`src/rtl/bp_pkg.sv`:
```
`default_nettype none
// ============================================================================
// Module      : bp_pkg
// Description : Shared constants and width helpers for the gshare/bimodal
//               branch predictor and its target buffer.
//               - BP_BIMODAL / BP_GSHARE : MODE encodings
//               - ctr_init / ctr_max     : saturating-counter reset / ceiling
//               - idx_width / tag_width  : table index and BTB tag widths
// Revision    : 1.0 - initial release
// ============================================================================
package bp_pkg;

    localparam int BP_BIMODAL = 0;
    localparam int BP_GSHARE  = 1;

    // Weakly not-taken: the value just below the taken threshold.
    function automatic int ctr_init(input int ctr_bits);
        return (1 << (ctr_bits - 1)) - 1;
    endfunction

    function automatic int ctr_max(input int ctr_bits);
        return (1 << ctr_bits) - 1;
    endfunction

    function automatic int idx_width(input int entries);
        return $clog2(entries);
    endfunction

    // Word-aligned PCs: bits [1:0] are never part of index or tag.
    function automatic int tag_width(input int xlen, input int entries);
        return xlen - $clog2(entries) - 2;
    endfunction

endpackage
`default_nettype wire

```
`src/rtl/bp_btb.sv`:
```
`default_nettype none
// ============================================================================
// Module      : bp_btb
// Description : Direct-mapped branch target buffer. Combinational read,
//               synchronous write, asynchronous clear of the valid bits.
// Ports       : clk, rst (async, active-low)
//               rd_pc_i      lookup PC
//               rd_hit_o     valid entry with matching tag
//               rd_target_o  stored target when hit, else 0
//               wr_en_i      install/overwrite entry for wr_pc_i
//               wr_pc_i      PC owning the entry
//               wr_target_i  target to store
// Revision    : 1.0 - initial release
// ============================================================================
module bp_btb
    import bp_pkg::*;
#(
    parameter int XLEN    = 32,
    parameter int ENTRIES = 16
) (
    input  logic            clk,
    input  logic            rst,
    input  logic [XLEN-1:0] rd_pc_i,
    output logic            rd_hit_o,
    output logic [XLEN-1:0] rd_target_o,
    input  logic            wr_en_i,
    input  logic [XLEN-1:0] wr_pc_i,
    input  logic [XLEN-1:0] wr_target_i
);

    localparam int BIDX_W = idx_width(ENTRIES);
    localparam int TAG_W  = tag_width(XLEN, ENTRIES);

    logic [ENTRIES-1:0] valid_q;
    logic [TAG_W-1:0]   tag_q    [ENTRIES];
    logic [XLEN-1:0]    target_q [ENTRIES];

    logic [BIDX_W-1:0]  w_rd_idx;
    logic [BIDX_W-1:0]  w_wr_idx;
    logic [TAG_W-1:0]   w_rd_tag;
    logic [TAG_W-1:0]   w_wr_tag;
    logic               w_unused;

    assign w_rd_idx = rd_pc_i[BIDX_W+1:2];
    assign w_rd_tag = rd_pc_i[XLEN-1:BIDX_W+2];
    assign w_wr_idx = wr_pc_i[BIDX_W+1:2];
    assign w_wr_tag = wr_pc_i[XLEN-1:BIDX_W+2];
    assign w_unused = ^{rd_pc_i[1:0], wr_pc_i[1:0]};

    assign rd_hit_o    = valid_q[w_rd_idx] && (tag_q[w_rd_idx] == w_rd_tag);
    // Gating the target keeps the output at zero while nothing is installed.
    assign rd_target_o = rd_hit_o ? target_q[w_rd_idx] : '0;

    // Only the valid bits are cleared; a cleared entry hides its tag/target.
    always_ff @(posedge clk or negedge rst) begin
        if (!rst) begin
            valid_q <= '0;
        end else if (wr_en_i) begin
            valid_q[w_wr_idx] <= 1'b1;
        end
    end

    // A write coinciding with reset lands here but stays invisible because
    // the matching valid bit is held clear.
    always_ff @(posedge clk) begin
        if (wr_en_i) begin
            tag_q[w_wr_idx]    <= w_wr_tag;
            target_q[w_wr_idx] <= wr_target_i;
        end
    end

endmodule
`default_nettype wire

```
`src/rtl/branch_predictor_gshare.sv`:
```
`default_nettype none
// ============================================================================
// Module      : branch_predictor_gshare
// Description : Dynamic branch predictor: saturating-counter PHT indexed by
//               PC (bimodal) or PC XOR global history (gshare), plus a
//               direct-mapped BTB. Zero-latency fetch lookup, one training
//               update per cycle from execute, saturating statistics.
// Ports       : clk, rst (async, active-low)
//               pc_f, predict_f, target_f, btb_hit_f, ghr_f  - fetch lookup
//               upd_en, upd_pc, upd_ghr, upd_taken, upd_target,
//               upd_cond, upd_mispredict                     - training
//               stat_branches, stat_mispred                  - statistics
// Revision    : 1.0 - initial release
// ============================================================================
module branch_predictor_gshare
    import bp_pkg::*;
#(
    parameter int XLEN        = 32,
    parameter int PHT_ENTRIES = 64,
    parameter int CTR_BITS    = 2,
    parameter int GHR_BITS    = 6,
    parameter int BTB_ENTRIES = 16,
    parameter int MODE        = BP_GSHARE
) (
    input  logic                clk,
    input  logic                rst,
    input  logic [XLEN-1:0]     pc_f,
    output logic                predict_f,
    output logic [XLEN-1:0]     target_f,
    output logic                btb_hit_f,
    output logic [GHR_BITS-1:0] ghr_f,
    input  logic                upd_en,
    input  logic [XLEN-1:0]     upd_pc,
    input  logic [GHR_BITS-1:0] upd_ghr,
    input  logic                upd_taken,
    input  logic [XLEN-1:0]     upd_target,
    input  logic                upd_cond,
    input  logic                upd_mispredict,
    output logic [31:0]         stat_branches,
    output logic [31:0]         stat_mispred
);

    localparam int                  IDX_W    = idx_width(PHT_ENTRIES);
    localparam logic [CTR_BITS-1:0] CTR_INIT = CTR_BITS'(ctr_init(CTR_BITS));
    localparam logic [CTR_BITS-1:0] CTR_MAX  = CTR_BITS'(ctr_max(CTR_BITS));

    // ------------------------------------------------------------------
    // State
    // ------------------------------------------------------------------
    logic [CTR_BITS-1:0] pht_q [PHT_ENTRIES];
    logic [GHR_BITS-1:0] ghr_q;
    logic [GHR_BITS-1:0] ghr_d;
    logic [31:0]         stat_branches_q;
    logic [31:0]         stat_branches_d;
    logic [31:0]         stat_mispred_q;
    logic [31:0]         stat_mispred_d;

    logic [IDX_W-1:0]    w_fidx;
    logic [IDX_W-1:0]    w_uidx;
    logic [CTR_BITS-1:0] w_fctr;
    logic [CTR_BITS-1:0] w_uctr;
    logic [CTR_BITS-1:0] w_uctr_next;
    logic [GHR_BITS-1:0] w_ghr_shift;
    logic                w_train;

    // History is zero-extended into the index; bimodal ignores it.
    function automatic logic [IDX_W-1:0] pht_index(
        input logic [XLEN-1:0]     pc,
        input logic [GHR_BITS-1:0] hist
    );
        logic [IDX_W-1:0] h;
        h = '0;
        if (MODE == BP_GSHARE) begin
            h[GHR_BITS-1:0] = hist;
        end
        return pc[IDX_W+1:2] ^ h;
    endfunction

    // ------------------------------------------------------------------
    // Fetch-side lookup (no bypass from a same-cycle update)
    // ------------------------------------------------------------------
    assign w_fidx    = pht_index(pc_f, ghr_q);
    assign w_fctr    = pht_q[w_fidx];
    assign predict_f = w_fctr[CTR_BITS-1] & btb_hit_f;
    assign ghr_f     = ghr_q;

    bp_btb #(
        .XLEN    (XLEN),
        .ENTRIES (BTB_ENTRIES)
    ) u_btb (
        .clk         (clk),
        .rst         (rst),
        .rd_pc_i     (pc_f),
        .rd_hit_o    (btb_hit_f),
        .rd_target_o (target_f),
        .wr_en_i     (upd_en & upd_taken),
        .wr_pc_i     (upd_pc),
        .wr_target_i (upd_target)
    );

    // ------------------------------------------------------------------
    // Execute-side training. The index uses the history captured at fetch,
    // so training lands on the entry that produced the prediction.
    // ------------------------------------------------------------------
    assign w_train = upd_en & upd_cond;
    assign w_uidx  = pht_index(upd_pc, upd_ghr);
    assign w_uctr  = pht_q[w_uidx];

    always_comb begin
        w_uctr_next = w_uctr;
        if (upd_taken) begin
            if (w_uctr != CTR_MAX) begin
                w_uctr_next = w_uctr + 1'b1;
            end
        end else begin
            if (w_uctr != '0) begin
                w_uctr_next = w_uctr - 1'b1;
            end
        end
    end

    if (GHR_BITS == 1) begin : g_ghr_single
        assign w_ghr_shift = upd_taken;
    end else begin : g_ghr_multi
        assign w_ghr_shift = {ghr_q[GHR_BITS-2:0], upd_taken};
    end

    always_comb begin
        ghr_d           = ghr_q;
        stat_branches_d = stat_branches_q;
        stat_mispred_d  = stat_mispred_q;
        if (w_train) begin
            ghr_d = w_ghr_shift;
            if (stat_branches_q != '1) begin
                stat_branches_d = stat_branches_q + 32'd1;
            end
        end
        if (upd_en && upd_mispredict && (stat_mispred_q != '1)) begin
            stat_mispred_d = stat_mispred_q + 32'd1;
        end
    end

    always_ff @(posedge clk or negedge rst) begin
        if (!rst) begin
            for (int i = 0; i < PHT_ENTRIES; i++) begin
                pht_q[i] <= CTR_INIT;
            end
        end else if (w_train) begin
            pht_q[w_uidx] <= w_uctr_next;
        end
    end

    always_ff @(posedge clk or negedge rst) begin
        if (!rst) begin
            ghr_q           <= '0;
            stat_branches_q <= '0;
            stat_mispred_q  <= '0;
        end else begin
            ghr_q           <= ghr_d;
            stat_branches_q <= stat_branches_d;
            stat_mispred_q  <= stat_mispred_d;
        end
    end

    assign stat_branches = stat_branches_q;
    assign stat_mispred  = stat_mispred_q;

endmodule
`default_nettype wire

```
`config.mk`:
```
export PLATFORM = sky130hd
export DESIGN_NAME = branch_predictor_gshare
export DESIGN_NICKNAME = d
export VERILOG_FILES = /design/src/rtl/bp_pkg.sv /design/src/rtl/bp_btb.sv /design/src/rtl/branch_predictor_gshare.sv
export SDC_FILE = /design/constraint.sdc
export NUM_CORES = 1
export LEC_CHECK = 0
export BUFFER_PORTS_ARGS = -buffer_cell sky130_fd_sc_hd__buf_4
export CAP_MARGIN = 10
export CORE_MARGIN = 3
export CORE_UTILIZATION = 39
export DETAILED_ROUTE_END_ITERATION = 12
export PLACE_DENSITY = 0.52
export SKIP_CTS_REPAIR_TIMING = 1
export SKIP_LAST_GASP = 1
export SLEW_MARGIN = 20
export SYNTH_ARGS = -nofsm -noshare
export SYNTH_HDL_FRONTEND = slang
export SYNTH_HIERARCHICAL = 1
export SYNTH_SLANG_ARGS = --single-unit
```
`constraint.sdc`:
```
create_clock -name clk -period 6.77 [get_ports clk]
set_input_delay 1.354 -clock clk [delete_from_list [all_inputs] [get_ports clk]]
set_output_delay 1.354 -clock clk [all_outputs]
set_load 0.01 [all_outputs]
```
Word level (Yosys, flattened, before mapping)
Memory sizes are Yosys's and may differ from the RTL's.
Cells that the tools add are included.

cells by class
  order comparisons = 6
  bitwise operators = 8
  $add $sub $neg = 4
  multiplexer cells = 19
  reductions and logical operators = 7
  equal/unequal tests = 4

operators with widths
  kind                                                               count
  bitwise mux 128 bit                                                1
  adder 32 x 1 -> 32 bit, second input constant                      2
  inequality test 32 bit, second input constant                      2
  2-to-1 mux 32 bit                                                  1
  equality test 26 bit                                               1
  binary-select mux 2 bit (select 6 bit)                             2
  2-to-1 mux 2 bit                                                   8
  OR 16 bit                                                          1
  greater-or-equal comparator 7 bit, second input constant           2
  NOT 6 -> 7 bit                                                     2
  demux 2 bit (select 6 bit)                                         1
  bitwise XOR 6 bit                                                  2
  < comparator 4 x 5 -> 1 bit, second input constant                 2
  < comparator 7 x 1 -> 1 bit, second input constant                 1
  logical AND 1 bit                                                  5
  binary-select mux 1 bit (select 4 bit)                             1
  demux 1 bit (select 4 bit)                                         1
  greater-or-equal comparator 4 x 1 -> 1 bit, second input constant  1
  2-to-1 mux 1 bit                                                   4
  AND 1 bit                                                          3
  adder 2 x 1 -> 2 bit, second input constant                        1
  inequality test 2 bit, second input constant                       1
  AND reduction 2 bit                                                1
  nonzero test 2 bit                                                 1
  subtractor 2 x 1 -> 2 bit, second input constant                   1

storage, ports and cells
  memories = 2
  register bits = 214
  bits in writable memories = 928
  logic and storage cells = 118
  bits of input ports = 108

memories
  name            words  width  read ports  clocked after Yosys merged registers in  wr ports  RTL line      text
  u_btb.target_q  16     32     1           0                                        1         bp_btb.sv:36  logic [XLEN-1:0] target_q [ENTRIES];
  u_btb.tag_q     16     26     1           0                                        1         bp_btb.sv:35  logic [TAG_W-1:0] tag_q [ENTRIES];

Longest topological paths before layout
  word-level depth = 9
  depth in mapped cells = 14
  mapped depth without buffers = 9

Modules after synthesis
The synthesis kept the hierarchy.

modules (own cells, without submodules)
  module                   times used  area an instance (µm²)  cells each
  bp_btb                   1           37,016.8                1,606
  branch_predictor_gshare  1           9,639.2                 933

Least setup slack after synthesis
No wires, ideal clock.

  path kind = input-to-reg
  start = input upd_taken
  end = register u_btb.valid_q[0]
  required time = 6.681 ns
  stages on the path = 4
  path buffers = 0
  data arrival time = 6.463 ns
  path slack = 0.218 ns
  library setup time = 0.089 ns
  cell sequence = and2_1 -> or3b_2 -> nor3_1 -> or2_2

on the way
  cells in the longest elaborated chain, start to end = 1

RTL lines
  what                           RTL line                       text
  start, declared                branch_predictor_gshare.sv:35  input logic upd_taken,
  AND 1 bit                      branch_predictor_gshare.sv:96  .wr_en_i (upd_en & upd_taken),
  end signal, assigned           bp_btb.sv:57                   valid_q <= '0;
  end signal, assigned by index  bp_btb.sv:59                   valid_q[w_wr_idx] <= 1'b1;
  end, declared                  bp_btb.sv:34                   logic [ENTRIES-1:0] valid_q;

No other way between the ends.
A chain may end at the register's enable or synchronous reset.

Worst setup path after layout
  start = input pc_f[2]
  end = output btb_hit_f

on the way
  cells in the longest elaborated chain, start to end = 3

RTL lines
  what                                                                            RTL line                       text
  start, declared                                                                 branch_predictor_gshare.sv:27  input logic [XLEN-1:0] pc_f,
  memory (16 x 26 bit) or binary-select mux 1 bit (select 4 bit) (tied branches)  n/a
  equality test 26 bit or 2-to-1 mux 1 bit (tied branches)                        bp_btb.sv:50                   assign rd_hit_o = valid_q[w_rd_idx] && (tag_q[w_rd_idx] == w_rd_tag);
  logical AND 1 bit *                                                             bp_btb.sv:50
  end, declared                                                                   branch_predictor_gshare.sv:30  output logic btb_hit_f,

Every way passes the cells marked *; elsewhere a longest branch is shown, timed or not. The select of a mux whose other input is x is not followed.

==> flow_metrics.py <==
metrics = {
    "pwr": {
        "powerDensity_nw_per_um2": 291,
        "leakage_nw": 18.3,
        "irDropWorstVdd_v": 0.000217,
        "power_mw": 15.8,
    },
    "finish": {
        "nets": 2938,
        "drive_gt1_share_pct": 31.3,
        "final_core_util_pct": 45.9,
        "final_common_cell": "edfxtp_1",
        "fillerInstances": 10082,
        "area_growth_pct": 16.5,
        "layout_common_cells": "928 x edfxtp_1, 292 x mux4_2, 273 x nand2_1",
    },
    "floorplanning": {
        "die_w_um": 352,
        "fp.dieArea_um2": 124000,
        "ios": 212,
        "core_area_um2": 118000,
        "start_util_pct": 39.4,
        "core.rowCount": 126,
        "die_h_um": 352,
    },
    "clocking": {
        "path_clk_slew_ns": 0.06,
        "htreeDepth": 3,
        "cts_buffer_depth": 3,
        "cts_buffers": 121,
        "cts-root-buf": "clkbuf_16",
        "tritoncts": "yes",
        "clock_latency_ns": 0.71,
        "clock-sinks": 1142,
    },
    "global_routing": {
        "grt_pass1_vias": 26162,
        "grt_pass1_wl_mm": 179,
        "overflow": 0,
        "antenna_found_initial": 11,
        "met1_usage_pct": 27.3,
        "top_usage_layer": "met2",
        "grt_util_met3_pct": 4.11,
        "gr-usage-all-layers_pct": 19.9,
        "grt_max_degree": 111,
        "grt.met2_usage_pct": 32.4,
    },
    "logic_synthesis": {
        "synthArstFlopShare_pct": 18.7,
        "synth_edf_count": 928,
        "ys_types": 75,
        "synth_area_um2": 46700,
        "yosysWarnings": 6,
        "syn_area_per_cell_um2": 18.4,
        "syn-num-nets": 2649,
        "ys_ff_latch": 1142,
        "ys.flop_type": "edfxtp_1",
        "syn_inst": 2539,
        "ys_seq_area_share_pct": 71.4,
    },
    "sta": {
        "rsz0062_at_grt": "false",
        "fmax_mhz": 160,
        "relSlewSlack_pct": 23.3,
        "finClkSkew_ns": 0.0210,
        "fin_ws_ns": 0.532,
        "worst_slew_pin_slew_ns": 1.14,
        "min_period_over_period_pct": 92.1,
        "finalMaxSlewViolations": 0,
        "hold_viol_final": 0,
        "min_period_ns": 6.24,
        "setup_violations": 0,
        "timing.setup.tns_ns": 0,
    },
    "placement": {
        "dpl_worst_slack_ns": 0.460,
        "place_hpwl_mm": 70.6,
        "place_congestion": 0.855,
        "io_buffers": 207,
    },
    "detailed_routing": {
        "drtIter0Drc": 2084,
        "routedWlPerCell_um": 27.0,
        "remaining_drc_errors": 0,
        "totalWireLength_mm": 122,
        "detail_route.vias_per_cell": 5.51,
        "route.vias.total": 24986,
        "ant_nets": 0,
        "dr.pass1.iters": 5,
    },
    "setup_path": {
        "worstSetupEndpointType": "output port",
        "crit_path_start_kind": "input pin",
        "timing_worst_setup_path_type": "input pin to output port",
        "cp.arrival_ns": 4.88,
        "crit_path_max_fanout": 49,
        "required_ns": 5.42,
    },
    "outcome": {
        "status": "finished clean",
    },
    "flow_run": {
        "cap_violations": 0,
    },
    "min_path": {
        "hold_path_class": "flop to flop",
    },
}
-- kinds of logic (layout without fill, tap and decap cells) --
logic type               Yosys count  after routing  share of synthesized area (%)
XOR/XNOR                         106            106                           2.02
adder cells (fa/ha/maj)            4              4                          0.102
other                              0              6                              0
AND/OR/NAND/NOR                  552            552                           5.76
AO/OA/AOI/OAI                    232            232                           3.09
multiplexers                     374            374                           16.0
buffers and inverters            129            520                           1.67
flip-flops                      1142           1142                           71.4
-- metal layers --
| metal | part of all wire, % | vias to the layer above |
|---|---|---|
| met2 | 49 | 760 |
| met4 | 2.5 | 8 |
| met3 | 6.1 | 188 |
| li1 | - | 10745 |
| met5 | 0.044 | - |
| met1 | 43 | 13285 |
-- critical path, stage by stage --
cell and delay (ns):
buf_8 0.44, mux4_2 0.63, and3_4 0.21, or3_1 0.34
o2111a_1 0.31, a2111oi_4 0.64, nand2_1 0.23, nor3_2 0.35
buf_4 0.22, buf_4 0.12
-- stage by stage --
| stage | area [µm²] | hold slack [ns] | instances |
|---|---|---|---|
| 3_3_place_gp | 50500 | 0.446 | 4304 |
| 6_report | 54400 | 0.462 | 4536 |
| 4_1_cts | 54300 | 0.463 | 4530 |
| 3_5_place_dp | 50500 | 0.452 | 4305 |
| 5_1_grt | 54400 | 0.475 | 4533 |
| 2_1_floorplan | 46700 | 0.434 | 2539 |
-- cell type report --
cell class                      count  area, µm²  area share, %
Clock inverter                     69        681           1.25
Inverter                            9       36.3         0.0667
Antenna cell                        6       15.0         0.0276
Tap cell                         1600       2000           3.68
Sequential cell                  1142      33300           61.3
Clock buffer                      156       3160           5.81
Timing Repair Buffer              286       2360           4.35
Multi-Input combinational cell   1268      12800           23.6
-- registers in the layout (all words and copies together), names as in the netlist --
signal          flops
stat_branches      32
pht_q             128
u_btb/target_q    512
u_btb/valid_q      16
ghr_f               6
stat_mispred       32
u_btb/tag_q       416
-- worst paths after layout --
path	from	end	slack [ns]	depth (start not counted)
max in group asynchronous	rst	u_btb/valid_q[4]$_DFFE_PN0P_	4.56	2
worst min-delay path	pht_q[50]$_DFFE_PN1P_	pht_q[50]$_DFFE_PN1P_	0.46	2
min in group asynchronous	rst	pht_q[19]$_DFFE_PN0P_	0.75	1
worst max register to register	stat_mispred[2]$_DFFE_PN0P_	stat_mispred[15]$_DFFE_PN0P_	3.55	9
worst max-delay path	pc_f[2]	btb_hit_f	0.53	10
worst min register to register	pht_q[50]$_DFFE_PN1P_	pht_q[50]$_DFFE_PN1P_	0.46	2
-- synthesized netlist by cell type, types with 9 or more instances --
master	instances	area [µm²]
nand4_1	17	106
a22oi_1	9	67.6
buf_2	39	195
o21ai_1	65	325
mux2i_1	59	591
clkbuf_1	35	131
dfstp_2	64	1680
mux4_2	292	6580
and3_1	16	100
or2_2	16	100
a21oi_1	13	65.1
edfxtp_1	928	27900
nand2_1	273	1020
xor2_1	43	377
mux2_2	21	236
buf_1	14	52.6
nor2_1	50	188
a221oi_1	20	175
nand3_1	73	365
buf_6	20	225
o21ai_0	76	380
nor3_1	29	145
dfrtp_1	150	3750
xnor2_1	61	534
nor3_2	30	300
-- where the power goes --
group,internal (mW),total (mW),leakage (nW),switching [mW]
registers,7.89,8.05,11.0,0.166
clock network,3.74,6.43,1.87,2.69
logic,0.573,1.34,5.38,0.767
total,12.2,15.8,18.3,3.63
Note: power is estimated with default switching activity, not from simulation.
